--- src/rtl/fp_pack_norm_pkg.sv ---
// Shared widths, field positions and encodings for the FP pack/normalize path.
// Also used by the operand unpack path and the rounding helper.
package fp_pack_norm_pkg;

    localparam int EXP_W    = 8;
    localparam int FRAC_W   = 23;
    localparam int MANT_W   = FRAC_W + 5;
    localparam int WORD_W   = 1 + EXP_W + MANT_W;
    localparam int ETMP_W   = EXP_W + 2;

    localparam int SIGN_BIT = WORD_W - 1;
    localparam int EXP_MSB  = WORD_W - 2;
    localparam int EXP_LSB  = MANT_W;
    localparam int MANT_MSB = MANT_W - 1;
    localparam int HID_BIT  = MANT_W - 2;
    localparam int G_BIT    = 2;
    localparam int R_BIT    = 1;
    localparam int S_BIT    = 0;

    localparam logic [EXP_W-1:0] EXP_MAX = '1;

    typedef enum logic [1:0] {
        ST_IDLE,
        ST_NORM,
        ST_ROUND,
        ST_DONE
    } state_e;

    // Classification decided during normalization, consumed by the round/pack step.
    typedef enum logic [1:0] {
        K_NORMAL,
        K_SUB,
        K_ZERO,
        K_SPEC
    } kind_e;

endpackage

--- src/rtl/fp_round_rne.sv ---
// Combinational round-to-nearest-even on the internal mantissa {carry, hidden, frac, G, R, S}.
// Returns the rounded upper bits m[27:3], the carry into m[27], and the inexact indication.
module fp_round_rne
    import fp_pack_norm_pkg::*;
(
    input  logic [MANT_W-1:0] mant_i,
    output logic [MANT_W-4:0] mant_o,
    output logic              carry_o,
    output logic              inexact_o
);

    logic up;

    always_comb begin
        inexact_o = |mant_i[G_BIT:S_BIT];
        // Ties go to the even result: only round up on a tie when the LSB is odd.
        up        = mant_i[G_BIT] & (mant_i[R_BIT] | mant_i[S_BIT] | mant_i[3]);
        mant_o    = mant_i[MANT_MSB:3] + {{(MANT_W-4){1'b0}}, up};
        carry_o   = mant_o[MANT_W-4];
    end

endmodule

--- src/rtl/fp_pack_norm.sv ---
// Post-normalize, RNE round and IEEE-754 single pack for the FP adder sum word.
// One operation in flight; normalization shifts one bit per cycle.
module fp_pack_norm
    import fp_pack_norm_pkg::*;
(
    input  logic              clk,
    input  logic              rst_n,
    input  logic              in_valid,
    output logic              in_ready,
    input  logic [WORD_W-1:0] in_data,
    output logic              out_valid,
    input  logic              out_ready,
    output logic [31:0]       out_data,
    output logic [2:0]        out_flags
);

    localparam logic signed [ETMP_W-1:0] E_ONE = ETMP_W'(1);
    localparam logic signed [ETMP_W-1:0] E_INF = {2'b00, EXP_MAX};

    state_e                    state_q, state_d;
    kind_e                     kind_q, kind_d;
    logic                      sign_q, sign_d;
    logic signed [ETMP_W-1:0]  exp_q, exp_d;
    logic [MANT_W-1:0]         mant_q, mant_d;
    logic                      unf_q, unf_d;
    logic [31:0]               out_data_q, out_data_d;
    logic [2:0]                out_flags_q, out_flags_d;

    logic [MANT_W-4:0]         rnd_mant;
    logic                      rnd_carry;
    logic                      rnd_inexact;
    logic signed [ETMP_W-1:0]  exp_r;

    fp_round_rne u_round (
        .mant_i    (mant_q),
        .mant_o    (rnd_mant),
        .carry_o   (rnd_carry),
        .inexact_o (rnd_inexact)
    );

    always_ff @(posedge clk or negedge rst_n) begin
        if (!rst_n) begin
            state_q     <= ST_IDLE;
            kind_q      <= K_NORMAL;
            sign_q      <= 1'b0;
            exp_q       <= '0;
            mant_q      <= '0;
            unf_q       <= 1'b0;
            out_data_q  <= '0;
            out_flags_q <= '0;
        end else begin
            state_q     <= state_d;
            kind_q      <= kind_d;
            sign_q      <= sign_d;
            exp_q       <= exp_d;
            mant_q      <= mant_d;
            unf_q       <= unf_d;
            out_data_q  <= out_data_d;
            out_flags_q <= out_flags_d;
        end
    end

    always_comb begin
        state_d     = state_q;
        kind_d      = kind_q;
        sign_d      = sign_q;
        exp_d       = exp_q;
        mant_d      = mant_q;
        unf_d       = unf_q;
        out_data_d  = out_data_q;
        out_flags_d = out_flags_q;
        exp_r       = exp_q + (rnd_carry ? E_ONE : '0);

        case (state_q)
            ST_IDLE: begin
                if (in_valid) begin
                    sign_d  = in_data[SIGN_BIT];
                    exp_d   = {2'b00, in_data[EXP_MSB:EXP_LSB]};
                    mant_d  = in_data[MANT_MSB:0];
                    unf_d   = 1'b0;
                    // Special-ness is a property of the incoming exponent, not of one reached by shifting.
                    kind_d  = (in_data[EXP_MSB:EXP_LSB] == EXP_MAX) ? K_SPEC : K_NORMAL;
                    state_d = ST_NORM;
                end
            end
            ST_NORM: begin
                if (kind_q == K_SPEC) begin
                    state_d = ST_ROUND;
                end else if (mant_q == '0) begin
                    kind_d  = K_ZERO;
                    state_d = ST_ROUND;
                end else if (mant_q[MANT_MSB]) begin
                    mant_d = {1'b0, mant_q[MANT_MSB:2], mant_q[1] | mant_q[0]};
                    exp_d  = exp_q + E_ONE;
                end else if (!mant_q[HID_BIT] && (exp_q > E_ONE)) begin
                    mant_d = mant_q << 1;
                    exp_d  = exp_q - E_ONE;
                end else if (!mant_q[HID_BIT]) begin
                    kind_d  = K_SUB;
                    unf_d   = |mant_q[G_BIT:S_BIT];
                    state_d = ST_ROUND;
                end else begin
                    state_d = ST_ROUND;
                end
            end
            ST_ROUND: begin
                state_d = ST_DONE;
                case (kind_q)
                    K_SPEC: begin
                        out_data_d  = {sign_q, EXP_MAX, |mant_q[HID_BIT-1:3], {(FRAC_W-1){1'b0}}};
                        out_flags_d = 3'b000;
                    end
                    K_ZERO: begin
                        out_data_d  = {sign_q, {(EXP_W+FRAC_W){1'b0}}};
                        out_flags_d = 3'b000;
                    end
                    K_SUB: begin
                        // Rounding may carry into the hidden bit, promoting the result to the smallest normal.
                        out_data_d  = {sign_q, {(EXP_W-1){1'b0}}, rnd_mant[FRAC_W], rnd_mant[FRAC_W-1:0]};
                        out_flags_d = {1'b0, unf_q, rnd_inexact};
                    end
                    default: begin
                        if (exp_r >= E_INF) begin
                            out_data_d  = {sign_q, EXP_MAX, {FRAC_W{1'b0}}};
                            out_flags_d = 3'b101;
                        end else begin
                            out_data_d  = {sign_q, exp_r[EXP_W-1:0],
                                           rnd_carry ? rnd_mant[FRAC_W:1] : rnd_mant[FRAC_W-1:0]};
                            out_flags_d = {2'b00, rnd_inexact};
                        end
                    end
                endcase
            end
            ST_DONE: begin
                if (out_ready) begin
                    state_d = ST_IDLE;
                end
            end
            default: begin
                state_d = ST_IDLE;
            end
        endcase
    end

    assign in_ready  = (state_q == ST_IDLE);
    assign out_valid = (state_q == ST_DONE);
    assign out_data  = out_data_q;
    assign out_flags = out_flags_q;

endmodule
--- config.mk ---
export PLATFORM = sky130hd
export DESIGN_NAME = fp_pack_norm
export DESIGN_NICKNAME = d
export VERILOG_FILES = /design/src/rtl/fp_pack_norm_pkg.sv /design/src/rtl/fp_round_rne.sv /design/src/rtl/fp_pack_norm.sv
export SDC_FILE = /design/constraint.sdc
export NUM_CORES = 1
export LEC_CHECK = 0
export CAP_MARGIN = 25
export CORE_MARGIN = 3
export CORE_UTILIZATION = 30
export DETAILED_ROUTE_END_ITERATION = 7
export PLACE_DENSITY_LB_ADDON = 0.1
export RECOVER_POWER = 25
export SLEW_MARGIN = 20
export SYNTH_ARGS = -nofsm -noshare
export SYNTH_HDL_FRONTEND = slang
export SYNTH_HIERARCHICAL = 1
export SYNTH_SLANG_ARGS = --single-unit
--- constraint.sdc ---
create_clock -name clk -period 4.25 [get_ports clk]
set_input_delay 0.85 -clock clk [delete_from_list [all_inputs] [get_ports clk]]
set_output_delay 0.85 -clock clk [all_outputs]
set_load 0.005 [all_outputs]
==> results.json, run 1 <==
{
  "outcome": "finished with violations",
  "violations": "capacitance limit, slew limit",
  "cp_data_arrival_time_ps": 4150,
  "hold_viol": 0,
  "max_freq_ghz": 0.255,
  "drcViolationCount": 0,
  "fin_setup_tns_ps": 0,
  "ir_drop_uv": 307,
  "slew_violations": 50,
  "p_leak_nw": 2.47,
  "viasPerCell": 5.48,
  "dp_hpwl_um": 11000,
  "dr.pass1.iters": 8,
  "holdCritStartpoint": "sign_q",
  "cts_buffers": 9,
  "place_worst_setup_slack_ps": 90.5,
  "gp_congestion": 0.804,
  "cts_tree": "yes",
  "syn_area_sq_um": 4980,
  "cpPeakStageDelay_ps": 460,
  "clk_pin_slew_ps": 60,
  "drive_above_1_share_pct": 8.61,
  "grt_pass1_wl_um": 24800,
  "min_path_cells": 1,
  "area_delta_synth_final_pct": 26.7,
  "finClkSkew_ps": 5.73,
  "timing.final.crit_share_pct": 92.4,
  "grt_usage_pct": 17.2,
  "cp_max_fo": 22,
  "syn_inst": 567,
  "antenna_found_initial": 0,
  "row_count": 46,
  "nets": 685,
  "antenna_cells": 0,
  "die_area_sq_um": 18200,
  "h-tree-depth": 3,
  "synthesis.nets": 618,
  "drtIter0Drc": 532,
  "tightest_slew_ps": 2860,
  "clkSinkCount": 79,
  "insertion_delay_ps": 340,
  "setup.worst_path.end_class": "flop",
  "cp_data_required_time_ps": 4470,
  "max-slew-margin-rel_pct": -90.8,
  "fp.dieH_um": 135,
  "path_class": "flop to flop",
  "ioPinCount": 78,
  "yosys_warnings": 6,
  "cts_max_path_buffers": 2,
  "crit_slowest_cell": "a2111o_1",
  "initial_core_util_pct": 31.0,
  "grt_overflow": 0,
  "rsz0062_at_grt": "no",
  "hold_path.class": "flop to flop",
  "postSynthAreaPerCell_sq_um": 8.78,
  "routedWlPerCell_um": 17.8,
  "totalWireLength_um": 15200,
  "crit_start": "mant_q[2]",
  "cts-root-buf": "clkbuf_16",
  "drv_cap": 1,
  "crit_path_frequent_cell": "ha_1",
  "ff2ff_path_depth": 15,
  "nFillCells": 1595,
  "grt_max_degree": 51,
  "worstPathCellList": "and2_1 -> ha_1 -> nand2_1 -> nor3_4 -> nand3_1 -> xnor2_2 -> ha_1 -> ha_1 -> nand3_1 -> or3_1 -> a2111o_1 -> a21oi_4 -> nor3_2 -> buf_4 -> a221o_1",
  "finalSetupViolCount": 0,
  "port_buffers": 77,
  "fin_ws_ps": 323,
  "pwr_density_cell_nw_per_um2": 745,
  "postRouteAntennaNets": 0,
  "via_count": 4688,
  "grt_pass1_vias": 4493,
  "reg2reg_from": "mant_q[2]",
  "holdBufCountCts": 0,
  "cp-start-kind": "flop",
  "dieWidth_um": 135,
  "final_core_util_pct": 39.3,
  "fp.coreArea_sq_um": 16100,
  "post-route-min-period_ps": 3930
}
worst paths after layout:
path                           endpoint  slack (ps)
max                        out_data[16]         320
min reg2reg                      sign_q         520
min in group asynchronous  out_flags[1]        1410
max reg2reg                out_data[16]         320
max in group asynchronous     mant_q[2]         990
min                              sign_q         520
placed cells by master (no fill, tap or decap), types with 3 or more instances in the layout:
cell type,count
buf_4,17
inv_1,33
and3_1,7
o22a_1,4
a21oi_1,22
or3_1,10
a221o_1,23
xnor2_1,18
xor2_1,13
o21ai_0,69
o211ai_1,4
nor3_1,6
and2_1,3
clkdlybuf4s50_1,76
clkbuf_16,9
a222oi_1,25
nand2_1,85
dfrtp_1,77
nor2_1,22
ha_1,10
nor4_1,7
mux2i_1,4
nand4_1,11
nand3_1,21
or2_2,3
worst max-delay path, delay by kind of cell, from the launching register on:
kind / cells / cell delay, ps
AO/OA/AOI/OAI: 3 / 1040
XOR/XNOR: 1 / 210
adder cells (fa/ha/maj): 3 / 570
buffers and inverters: 1 / 210
flip-flops: 1 / 450
AND/OR/NAND/NOR: 7 / 1320
cell type report:
class	count	area [sq um]	share of cell area, %
clock buffers	10	229	3.63
clock inverters	6	85.1	1.35
inverters	33	124	1.96
multi-input cells	416	2710	42.9
flip-flops and latches	79	1980	31.4
well taps	216	270	4.28
repair buffers	95	912	14.5
repair_timing:
| item | in CTS | in global routing |
|---|---|---|
| setup buffers | 0 | 1 |
| resized for setup | 0 | 3 |
| setup endpoints to repair | 0 | 22 |
power by group:
group	internal, mW	switching (mW)	total, mW
logic	1.03	1.29	2.32
registers	1.08	0.464	1.54
clock network	0.513	0.327	0.839
sequential cells by signal, indices dropped and copies added (netlist names):
register / count
out_flags: 3
out_data: 32
sign_q: 1
mant_q: 28
kind_q: 2
state_q: 2
unf_q: 1
exp_q: 10
layer usage:
layer	vias to the layer above	share of wire, %	GRT usage, %
li1	2250	-	-
met1	2283	50	25.6
met2	142	43	25.2
met3	13	5.5	3.32
met4	0	1.4	5.26
met5	-	0	0
per-stage QoR:
step | area [sq um] | hold WS, ps | total power [mW] | cells
CTS | 6290 | 508 | 4.73 | 854
floorplan | 4980 | 472 | 3.00 | 567
finish | 6310 | 515 | 4.70 | 855
global route | 6310 | 536 | 5.10 | 855
global placement | 5960 | 481 | 3.83 | 837
detailed placement | 5980 | 494 | 3.87 | 838
Note: power is estimated with default switching activity, not from simulation.
==> inputs of run 2 (changes only) <==
--- a/config.mk
+++ b/config.mk
@@ -7,7 +7,7 @@
 export LEC_CHECK = 0
 export CAP_MARGIN = 25
 export CORE_MARGIN = 3
-export CORE_UTILIZATION = 30
+export CORE_UTILIZATION = 55
 export DETAILED_ROUTE_END_ITERATION = 7
 export PLACE_DENSITY_LB_ADDON = 0.1
 export RECOVER_POWER = 25
==> constraint.sdc (replaced) <==
create_clock -name clk -period 3.85 [get_ports clk]
set_input_delay 0.77 -clock clk [delete_from_list [all_inputs] [get_ports clk]]
set_output_delay 0.77 -clock clk [all_outputs]
set_load 0.005 [all_outputs]
==> results.json, run 2 (synthesis results as in run 1) <==
{
  "fin_setup_tns_ps": 0,
  "switching_power_mw": 2.30,
  "drive_above_1_share_pct": 11.2,
  "violations": "DRC",
  "grt_pass1_vias": 4500,
  "rrSetupSlack_ps": 190,
  "die_area_sq_um": 10200,
  "dp_hpwl_um": 9710,
  "gp_congestion": 0.876,
  "swShare_pct": 44.8,
  "max-slew-margin-rel_pct": 4.62,
  "area_delta_synth_final_pct": 24.6,
  "drtIter0Drc": 519,
  "routedWlPerCell_um": 18.4,
  "power_frac_seq_pct": 30.7,
  "p_leak_nw": 2.50,
  "port_buffers": 77,
  "via_count": 4874,
  "drcViolationCount": 2,
  "h-tree-depth": 3,
  "clk_pin_slew_ps": 90,
  "outcome": "finished with violations",
  "largest_register_ffs": 32,
  "post-route-min-period_ps": 3660,
  "finalSetupViolCount": 0,
  "comb_power_share_pct": 54.3,
  "drv_cap": 0,
  "initial_core_util_pct": 56.8,
  "tightest_slew_ps": 1430,
  "cp_max_fo": 22,
  "totalWireLength_um": 14000,
  "viasPerCell": 6.42,
  "ir_drop_uv": 624,
  "fp.dieH_um": 101,
  "crit_start": "mant_q[3]",
  "cp_data_required_time_ps": 4100,
  "grt_overflow": 0,
  "slew_violations": 0,
  "hold_path.class": "flop to flop",
  "nFillCells": 696,
  "fp.coreArea_sq_um": 8760,
  "clkSinkCount": 79,
  "reg2reg_from": "mant_q[3]",
  "path_class": "flop to flop",
  "ff2ff_path_depth": 15,
  "holdCritStartpoint": "sign_q",
  "placedCellCount": 740,
  "layout_common_cells": "nand2_1 (84), clkdlybuf4s50_1 (76), dfrtp_1 (75)",
  "cts_buffers": 9,
  "cts_tree": "yes",
  "grt_usage_pct": 27.9,
  "layout_commonest_cell": "nand2_1",
  "cp_data_arrival_time_ps": 3910,
  "dr.pass1.iters": 8,
  "antenna_found_initial": 0,
  "pwr_density_cell_nw_per_um2": 828,
  "cp-endpoint": "out_data[9]",
  "timing.final.crit_share_pct": 95.0,
  "postRouteAntennaNets": 0,
  "power_mw": 5.14,
  "finClkSkew_ps": 10.7,
  "r2r-end": "out_data[9]",
  "instances_no_fill": 759,
  "min_path_cells": 1,
  "cts-root-buf": "clkbuf_8",
  "grt_max_degree": 80,
  "cts_max_path_buffers": 2,
  "antenna_cells": 0,
  "worst_hold_slack_ps": 507,
  "holdBufCountCts": 0,
  "max_freq_ghz": 0.273,
  "hold_viol": 0,
  "place_worst_setup_slack_ps": 90.2,
  "p_int_mw": 2.84,
  "grt_pass1_wl_um": 22700,
  "cp-start-kind": "flop",
  "ioPinCount": 78,
  "fin_ws_ps": 191,
  "insertion_delay_ps": 370,
  "dieWidth_um": 101,
  "setup.worst_path.end_class": "flop",
  "pwr-share-clk_pct": 15.0,
  "row_count": 34,
  "nets": 697
}
[run 2: area by class of cell]
class                      instances  area [sq um]  area share, %
clock inverter                     7           121           1.96
multi-input combinational        416          2730           43.9
sequential                        79          1980           31.9
clock buffer                       9           124           2.00
inverter                          33           124           2.00
tap                              108           135           2.18
timing repair buffer             107           995           16.0
[run 2: through the flow]
stage	instance area [sq um]	util (%)
floorplan	4980	-
global placement	5910	67.4
detailed placement	5910	67.5
CTS	6160	70.3
global route	6210	70.8
finish	6210	70.8
[run 2: how the worst min path moves through the flow]
stage / to / slack (ps)
floorplan: exp_q[0] / 470
global placement: sign_q / 480
detailed placement: out_data[31] / 490
CTS: out_data[31] / 510
global route: out_data[23] / 540
finish: out_data[31] / 510
[run 2: worst max-delay path, cell delays in order (launching register included)]
cell and delay (ps):
dfrtp_1 350, and2_1 150, ha_2 220, nand2_2 100, nor3_4 130, nand3_1 150
xnor2_2 190, ha_1 190, ha_1 180, nand3_1 150, or3_4 380, a2111o_1 460
a21oi_4 240, nor3_2 60, buf_4 210, a221o_1 370
[run 2: power by group through the flow]
stage,Clock [mW],Combinational (mW),Sequential (mW)
after floorplan,0,1.78,1.53
after global placement,0,2.63,1.56
after detailed placement,0,2.71,1.58
after CTS,0.777,2.73,1.56
after global routing,0.811,3.09,1.63
final,0.770,2.79,1.58
[run 2: repair_timing]
action,in CTS,in global routing
setup endpoints to repair,0,22
buffers inserted,0,1
resized for setup,0,8
[run 2: metal layers]
metal  GRT usage, %  routed length (um)  vias to the layer above  share of wire, %
met3           4.55                1380                       25               9.9
met4           10.0                 250                        0               1.8
met2           39.6                6110                      258                44
met5              0                   0                        -                 0
met1           42.9                6220                     2335                45
li1               -                   -                     2256                 -
==> inputs of run 3 (changes only) <==
--- a/config.mk
+++ b/config.mk
@@ -6,7 +6,7 @@
 export NUM_CORES = 1
 export LEC_CHECK = 0
 export CAP_MARGIN = 25
-export CORE_MARGIN = 3
+export CORE_MARGIN = 2
 export CORE_UTILIZATION = 55
 export DETAILED_ROUTE_END_ITERATION = 7
 export PLACE_DENSITY_LB_ADDON = 0.1
==> results.json, run 3 (synthesis results as in run 1) <==
{
  "outcome": "finished with violations",
  "violations": "capacitance limit, slew limit",
  "ff2ff_path_depth": 13,
  "fp.dieH_um": 99.2,
  "hold_path.class": "flop to flop",
  "cts_tree": "yes",
  "gp_congestion": 0.873,
  "largest_register_ffs": 32,
  "nets": 697,
  "dp_hpwl_um": 9520,
  "finalSetupViolCount": 0,
  "comb_power_share_pct": 54.4,
  "viasPerCell": 6.41,
  "timing.final.crit_share_pct": 94.7,
  "grt_usage_pct": 28.1,
  "die_area_sq_um": 9830,
  "cp_data_required_time_ps": 4090,
  "fp.coreArea_sq_um": 8760,
  "min_path_cells": 1,
  "path_class": "flop to flop",
  "insertion_delay_ps": 360,
  "slew_violations": 80,
  "crit_path_frequent_cell": "ha_1",
  "grt_pass1_vias": 4464,
  "holdBufCountCts": 0,
  "pwr-share-clk_pct": 15.3,
  "cts-root-buf": "clkbuf_8",
  "cts_buffers": 9,
  "cp_data_arrival_time_ps": 3890,
  "grt_pass1_wl_um": 22300,
  "design_area_sq_um": 6240,
  "row_count": 34,
  "pwr_density_cell_nw_per_um2": 828,
  "post-route-min-period_ps": 3650,
  "area_delta_synth_final_pct": 25.3,
  "hold_viol": 0,
  "finClkSkew_ps": 11.4,
  "postRouteAntennaNets": 0,
  "p_int_mw": 2.88,
  "drive_above_1_share_pct": 11.2,
  "ioPinCount": 78,
  "tightest_slew_ps": 2000,
  "routedWlPerCell_um": 18.0,
  "max-slew-margin-rel_pct": -33.4,
  "power_frac_seq_pct": 30.3,
  "h-tree-depth": 3,
  "fin_setup_tns_ps": 0,
  "cp-start-kind": "flop",
  "cts_max_path_buffers": 2,
  "nFillCells": 700,
  "initial_core_util_pct": 56.8,
  "grt_max_degree": 80,
  "layout_commonest_cell": "nand2_1",
  "power_mw": 5.16,
  "antenna_found_initial": 0,
  "clkSinkCount": 79,
  "p_leak_nw": 2.53,
  "clk_pin_slew_ps": 90,
  "antenna_cells": 0,
  "setup.worst_path.end_class": "flop",
  "dpl_cell_area_sq_um": 5930,
  "dieWidth_um": 99.2,
  "cp_max_fo": 22,
  "worstPathCellList": "nand4_4 -> nor3_4 -> nand3_2 -> xnor2_2 -> ha_1 -> ha_1 -> nand3_1 -> or3_1 -> a2111o_1 -> a21oi_4 -> nor3_2 -> buf_4 -> a221o_1",
  "final_core_util_pct": 71.2,
  "dr.pass1.iters": 6,
  "drv_cap": 1,
  "drcViolationCount": 0,
  "swShare_pct": 44.3,
  "drtIter0Drc": 450,
  "via_count": 4863,
  "switching_power_mw": 2.29,
  "worst_hold_slack_ps": 515,
  "layout_common_cells": "nand2_1 (84), dfrtp_1 (76), clkdlybuf4s50_1 (76)",
  "ir_drop_uv": 573,
  "crit_slowest_cell": "dfrtp_1",
  "max_freq_ghz": 0.274,
  "port_buffers": 77,
  "cpPeakStageDelay_ps": 500,
  "totalWireLength_um": 13700,
  "grt_overflow": 0
}
[run 3: cell types whose count changed in the layout (fill, tap and decap cells not counted), sizes merged]
| cell | change |
|---|---|
| clkinv | -4 |
| inv | +2 |
| buf | +1 |
| clkinvlp | +1 |
[run 3: path summary, 6_finish.rpt]
check / start / endpoint / slack (ps)
worst max-delay path: mant_q[9] / out_data[2] / 200
worst min-delay path: sign_q / sign_q / 510
worst max register to register: mant_q[9] / out_data[2] / 200
worst min register to register: sign_q / sign_q / 510
max in group asynchronous: rst_n / mant_q[4] / 1530
min in group asynchronous: rst_n / out_data[24] / 960
[run 3: repair_timing]
item | 4_1_cts | 5_1_grt
endpoints found under the setup margin | 0 | 22
resized for setup | 0 | 8
buffers inserted | 0 | 0
[run 3: worst max-delay path, delay by kind of cell, from the launching register on]
family	cells	cell delay [ps]
AOI/OAI and AO/OA	3	1090
xor gates and xnor gates	1	190
adders and majority gates	2	380
buffers and inverters	1	210
DFF	1	500
and+or+nand+nor	6	1170
[run 3: per-stage QoR]
step | instances | setup WS (ps)
2_1_floorplan | 567 | 143
3_3_place_gp | 742 | 110
3_5_place_dp | 742 | 116
4_1_cts | 758 | 112
5_1_grt | 759 | -3.00
6_report | 759 | 204
[run 3: routing by layer]
| layer | share of wire [%] | vias up | global-route usage, % |
|---|---|---|---|
| met5 | 0 | - | 0 |
| met4 | 1.1 | 0 | 8.32 |
| met1 | 46 | 2335 | 42.7 |
| met2 | 44 | 258 | 42.3 |
| met3 | 8.7 | 14 | 3.72 |
| li1 | - | 2256 | - |
[run 3: cell type report]
cell class                      count  area, sq um  area share, %
Tap cell                          108          135           2.17
Sequential cell                    79         1980           31.8
Inverter                           33          124           1.99
Timing Repair Buffer              107         1010           16.2
Multi-Input combinational cell    416         2730           43.8
Clock buffer                       10          138           2.21
Clock inverter                      6          115           1.85
[run 3: power groups by stage]
| stage | clock network, mW | logic [mW] | registers [mW] |
|---|---|---|---|
| floorplan | 0 | 1.78 | 1.53 |
| global placement | 0 | 2.65 | 1.54 |
| detailed placement | 0 | 2.73 | 1.56 |
| CTS | 0.795 | 2.74 | 1.55 |
| global route | 0.827 | 3.10 | 1.62 |
| finish | 0.788 | 2.81 | 1.57 |
